**src/rtl/uart_tx_fifo.sv**
```systemverilog
// UART transmitter with a small byte FIFO in front of it.
// Bytes arrive over a valid/ready handshake and are sent LSB first as
// start bit, PAYLOAD_BITS data bits, then STOP_BITS stop bits. Every bit
// lasts CLK_HZ/BIT_RATE clock cycles. Queued frames go out back to back.
module uart_tx_fifo #(
  parameter int BIT_RATE     = 11520,
  parameter int CLK_HZ       = 50000000,
  parameter int PAYLOAD_BITS = 8,
  parameter int STOP_BITS    = 1,
  parameter int FIFO_DEPTH   = 4
) (
  input  logic                          clk,
  input  logic                          resetn,
  input  logic [7:0]                    tx_data,
  input  logic                          tx_valid,
  output logic                          tx_ready,
  output logic                          uart_txd,
  output logic                          tx_busy,
  output logic [$clog2(FIFO_DEPTH):0]   fifo_level
);

  localparam int CPB      = CLK_HZ / BIT_RATE;
  localparam int STOP_CYC = STOP_BITS * CPB;
  localparam int CW       = $clog2(STOP_CYC + 1);
  localparam int PW       = $clog2(FIFO_DEPTH);
  localparam int LW       = PW + 1;

  localparam logic [CW-1:0] CPB_LAST   = CW'(CPB - 1);
  localparam logic [CW-1:0] STOP_LAST  = CW'(STOP_CYC - 1);
  localparam logic [2:0]    BIT_LAST   = 3'(PAYLOAD_BITS - 1);
  localparam logic [LW-1:0] LEVEL_FULL = LW'(FIFO_DEPTH);

  // Parameter sets the counters and FIFO indexing cannot represent are
  // rejected when the design is elaborated.
  if (CPB < 2) begin : g_cpbCheck
    $error("uart_tx_fifo: CLK_HZ/BIT_RATE must be at least 2");
  end
  if (PAYLOAD_BITS < 5 || PAYLOAD_BITS > 8) begin : g_payloadCheck
    $error("uart_tx_fifo: PAYLOAD_BITS must be in 5..8");
  end
  if (STOP_BITS != 1 && STOP_BITS != 2) begin : g_stopCheck
    $error("uart_tx_fifo: STOP_BITS must be 1 or 2");
  end
  if (FIFO_DEPTH < 2 || (FIFO_DEPTH & (FIFO_DEPTH - 1)) != 0) begin : g_depthCheck
    $error("uart_tx_fifo: FIFO_DEPTH must be a power of two, at least 2");
  end

  typedef enum logic [1:0] {
    IDLE  = 2'd0,
    START = 2'd1,
    DATA  = 2'd2,
    STOP  = 2'd3
  } state_e;

  // FIFO state
  logic [7:0]    mem_q [FIFO_DEPTH];
  logic [PW-1:0] wrPtr_q, wrPtr_d;
  logic [PW-1:0] rdPtr_q, rdPtr_d;
  logic [LW-1:0] level_q, level_d;

  // Serialiser state
  state_e        state_q;
  logic [7:0]    shift_q;
  logic [CW-1:0] bitCnt_q;
  logic [2:0]    bitIdx_q;
  logic          txd_q;

  logic          fifoFull;
  logic          fifoEmpty;
  logic          push;
  logic          pop;
  logic [7:0]    headData;

  assign fifoFull  = (level_q == LEVEL_FULL);
  assign fifoEmpty = (level_q == '0);
  assign tx_ready  = !fifoFull;
  assign push      = tx_valid && !fifoFull;
  assign headData  = mem_q[rdPtr_q];

  // The serialiser takes the head byte when idle, or at the last cycle of
  // the stop period so the next start bit follows with no idle gap.
  assign pop = !fifoEmpty &&
               ((state_q == IDLE) || (state_q == STOP && bitCnt_q == STOP_LAST));

  // Next pointer and level values; a push and pop on the same edge leave
  // the level unchanged.
  always_comb begin
    wrPtr_d = wrPtr_q;
    rdPtr_d = rdPtr_q;
    level_d = level_q;
    if (push) begin
      wrPtr_d = wrPtr_q + 1'b1;
    end
    if (pop) begin
      rdPtr_d = rdPtr_q + 1'b1;
    end
    case ({push, pop})
      2'b10:   level_d = level_q + 1'b1;
      2'b01:   level_d = level_q - 1'b1;
      default: level_d = level_q;
    endcase
  end

  // FIFO pointers and occupancy; reset flushes the queue.
  always_ff @(posedge clk or negedge resetn) begin
    if (!resetn) begin
      wrPtr_q <= '0;
      rdPtr_q <= '0;
      level_q <= '0;
    end else begin
      wrPtr_q <= wrPtr_d;
      rdPtr_q <= rdPtr_d;
      level_q <= level_d;
    end
  end

  // FIFO storage; contents are only meaningful between the pointers.
  always_ff @(posedge clk) begin
    if (push) begin
      mem_q[wrPtr_q] <= tx_data;
    end
  end

  // Frame sequencer: the line bit is registered alongside the state so
  // the pin never glitches.
  always_ff @(posedge clk or negedge resetn) begin
    if (!resetn) begin
      state_q  <= IDLE;
      shift_q  <= '0;
      bitCnt_q <= '0;
      bitIdx_q <= '0;
      txd_q    <= 1'b1;
    end else begin
      case (state_q)
        IDLE: begin
          txd_q    <= 1'b1;
          bitCnt_q <= '0;
          bitIdx_q <= '0;
          if (pop) begin
            shift_q <= headData;
            state_q <= START;
            txd_q   <= 1'b0;
          end
        end
        START: begin
          if (bitCnt_q == CPB_LAST) begin
            bitCnt_q <= '0;
            bitIdx_q <= '0;
            state_q  <= DATA;
            txd_q    <= shift_q[0];
          end else begin
            bitCnt_q <= bitCnt_q + 1'b1;
          end
        end
        DATA: begin
          if (bitCnt_q == CPB_LAST) begin
            bitCnt_q <= '0;
            if (bitIdx_q == BIT_LAST) begin
              state_q <= STOP;
              txd_q   <= 1'b1;
            end else begin
              shift_q  <= shift_q >> 1;
              bitIdx_q <= bitIdx_q + 1'b1;
              txd_q    <= shift_q[1];
            end
          end else begin
            bitCnt_q <= bitCnt_q + 1'b1;
          end
        end
        STOP: begin
          if (bitCnt_q == STOP_LAST) begin
            bitCnt_q <= '0;
            bitIdx_q <= '0;
            if (pop) begin
              shift_q <= headData;
              state_q <= START;
              txd_q   <= 1'b0;
            end else begin
              state_q <= IDLE;
              txd_q   <= 1'b1;
            end
          end else begin
            bitCnt_q <= bitCnt_q + 1'b1;
          end
        end
        default: begin
          state_q <= IDLE;
          txd_q   <= 1'b1;
        end
      endcase
    end
  end

  assign uart_txd   = txd_q;
  assign fifo_level = level_q;
  assign tx_busy    = (state_q != IDLE) || (level_q != '0);

endmodule
```
**config.mk**
```make
export PLATFORM = sky130hd
export DESIGN_NAME = uart_tx_fifo
export DESIGN_NICKNAME = d
export VERILOG_FILES = /design/src/rtl/uart_tx_fifo.sv
export SDC_FILE = /design/constraint.sdc
export NUM_CORES = 1
export LEC_CHECK = 0
export ABC_CLOCK_PERIOD_IN_PS = 5100
export CAP_MARGIN = 10
export CORE_ASPECT_RATIO = 0.9
export CORE_MARGIN = 1.5
export CORE_UTILIZATION = 25
export CTS_BUF_LIST = sky130_fd_sc_hd__clkbuf_16
export CTS_CLUSTER_SIZE = 12
export DETAILED_ROUTE_END_ITERATION = 6
export PLACE_DENSITY = 0.36
export SLEW_MARGIN = 20
export SYNTH_ARGS = -nofsm -noshare
export SYNTH_HDL_FRONTEND = slang
export SYNTH_SLANG_ARGS = --single-unit
```
**constraint.sdc**
```tcl
create_clock -name clk -period 5.1 [get_ports clk]
set_input_delay 0.51 -clock clk [delete_from_list [all_inputs] [get_ports clk]]
set_output_delay 0.51 -clock clk [all_outputs]
set_load 0.05 [all_outputs]
```
==> metrics.md <==
| Metric | Value |
|---|---|
| Post-Syn Nets | 249 |
| Number of port buffers | 16 |
| CTS H-tree depth | 3 |
| Worst path max stage delay | 0.48 ns |
| RSZ-0062 raised after global routing | false |
| Worst R2R Start | state_q[1] |
| Yosys top cell area share | 0.315 |
| Reg2reg end | fifo_level[2] |
| WL/cell | 14.2 um |
| First-pass GRT wire length | 9.96 mm |
| Gr ovfl total | 0 |
| Hold Worst Slack | approximately 0.27 ns |
| Clock Path Buffers | 2 |
| Avg Inst Size Synth | 13.6 sq um |
| Top cells by count, synth | 33 x dfrtp_1, 32 x edfxtp_1, 18 x nor2_1 |
| Count leader, synth | dfrtp_1 |
| Synth Register Bits | 66 |
| Critical path's top delay family | simple AND/OR/NAND/NOR gates |
| Cells on worst reg2reg path | 10 |
| Row Count | 38 |
| Tot GR Track Use | 0.103 |
| Largest net degree at the start of global routing | 35 |
| Detailed-route via count | 1819 |
| WP data required | 5.36 ns |
| Crit. End Element | register |
| Leakage | 1.43 nW |
| Post-route ant nets | 0 |
| Status | complete, no violations |
| HPWL Detailed | between 3 and 4 mm |
| Synth Instances | 225 |
| Post-synth ARST share | 0.515 |
| CTS Root Cell | clkbuf_16 |
| HP Class | in -> async |
| Worst Max-Slew Pin Slew | about 1 ns |
| Ys Warns | 0 |
| Critical Path Slowest Stage Cell | or4_4 |
| Via density per instance | around 4.4 |
| Fin. Hold Viols | 0 |
| R2R Setup Slk | 2.07 ns |
| Clock insertion delay at the later pin of the skew report | 0.33 ns |
| I/O pin total | 17 |
| Buf+Inv Stages, Crit Path | 1 |
| Initial Util | 0.255 |
| Layout Utilization | 0.305 |
| Clock sink count | 66 |
| CP startpoint kind | register |
| Cts bufs inserted | 9 |
| Max Slew Vio Count | 0 |
| Worst IR Drop VDD | 0.168 mV |
| Crit path cell chain | ha_1, or4b_1, or4_4, a21oi_1, ha_1, inv_1, fa_1, xor2_1, nor2_1, xor2_1 |
| # Max-Cap Violations | 0 |
| Core footprint | around 12000 sq um |
| Final GP Congestion | 0.668 |
| Crit-path max FO | 6 |
| Area Overhead vs Synth | 19.8% |
| Worst setup path class | reg -> reg |
| Die height | 108 um |
| Drt drc | 0 |
| Setup bufs post-CTS | 0 |
| Post-synthesis cell type count | 49 |
| DIE AREA | 12900 sq um |
| Yosys top cell by area | edfxtp_1 |
| Setup Skew | 0.00698 ns |
| Resize count post-CTS | 0 |
| Design Power | 0.00211 W |
| DRT Pass-1 Iters | 4 |
| Reg clk slew, reported paths | 0.06 ns |
| Initial antenna violation count | 0 |
| Post-synth EDFFs | 32 |
| Arrival time worst endpoint | 3.29 ns |
| Setup violations, final | 0 |
| Number of diodes | 0 |
| Ys flop type | dfrtp_1 |
| Top cells by area, synth | edfxtp_1 31%, dfrtp_1 27%, ha_1 4.9% |
| Sequential fraction of the synthesis area | 0.594 |
| DR iter-0 viols | 82 |
| Mapped cell area | 3050 sq um |
| Setup_tns | 0 ns |
| Fillcell total | 1236 |
| Slew headroom | 0.331 |
| WL final | 5.86 mm |
| Layout cells sized above 1 | 0.127 |
| CTS tree | yes |
| Hold-fix buffers, CTS | 0 |
| Nets | ~270 |
| Die width | 119 um |
| Pwr Density | about 580 nW/um^2 |
| Final period util | 0.595 |
| Tmin final | 3.03 ns |
| Max Fclk | between 300 and 400 MHz |
| Vias in the first global route | between 1500 and 2000 |
area by class of cell:
cell class | count | area [sq um] | area share
Multi-Input combinational cell | 143 | 1170 | 0.321
Inverter | 11 | 41.3 | 0.0113
Tap cell | 160 | 200 | 0.0548
Clock buffer | 9 | 225 | 0.0616
Clock inverter | 7 | 46.3 | 0.0127
Sequential cell | 66 | 1810 | 0.496
Timing Repair Buffer | 16 | 155 | 0.0424
worst max path at each step:
stage	endpoint	start	depth (start not counted)	slack (ns)
2_1_floorplan	fifo_level[2]	bitCnt_q[9]	9	2.26
3_3_place_gp	fifo_level[2]	state_q[1]	10	2.10
3_5_place_dp	fifo_level[2]	state_q[1]	10	2.02
4_1_cts	fifo_level[2]	state_q[1]	10	2.03
5_1_grt	fifo_level[2]	state_q[1]	10	1.84
6_report	fifo_level[2]	state_q[1]	10	2.07
per-stage QoR:
step	setup slack [ns]	std cells	instance area, sq um
6_report	2.07	412	3660
5_1_grt	1.84	412	3660
4_1_cts	2.03	412	3660
3_5_place_dp	2.02	396	3380
3_3_place_gp	2.10	396	3380
2_1_floorplan	2.26	225	3050
cells by family after synthesis:
family          Yosys count  synth area share
simple gates             73             0.126
compound gates           30            0.0857
buf+inv                  16            0.0213
flops                    66             0.594
xor+xnor                 17            0.0488
mux                      10            0.0684
fa+ha+maj                13            0.0557
worst reg2reg max path: cells and delay by family, from the launching register on:
kind                     cells  cell delay, ns
XOR/XNOR                     2            0.30
adder cells (fa/ha/maj)      3            0.89
buffers and inverters        1            0.06
AO/OA/AOI/OAI                1            0.30
AND/OR/NAND/NOR              3            1.03
flip-flops                   1            0.40
sequential cells by signal, summed over array words and instances (netlist names):
| register | count |
|---|---|
| mem_q | 32 |
| bitCnt_q | 13 |
| bitIdx_q | 3 |
| fifo_level | 3 |
| state_q | 2 |
| shift_q | 8 |
| uart_txd | 1 |
| wrPtr_q | 2 |
| rdPtr_q | 2 |
power by group:
part	leakage [nW]	switching (W)	internal, W
clock network	0.135	0.000232	0.000327
logic	0.567	0.000420	0.000324
registers	0.731	0.000110	0.000702
metal layers:
metal	share of wire	wire (um)	global-route usage
met1	0.49	2850	0.129
met2	0.46	2720	0.161
met3	0.037	219	0.0376
met4	0.012	73	0.0459
met5	0	0	0
placed cells by master (no fill, tap or decap), types with 6 or more instances in the layout:
cell and instances:
o21ai_0 9, inv_1 12, a221o_1 6, xor2_1 10, edfxtp_1 32, mux4_2 6, nand3_1 8, nor2_1 18
xnor2_1 7, nand2_1 16, clkdlybuf4s50_1 15, ha_1 12, dfrtp_1 33, clkbuf_16 9, and3_1 7
No activity file was read; power rests on OpenSTA's default activity.
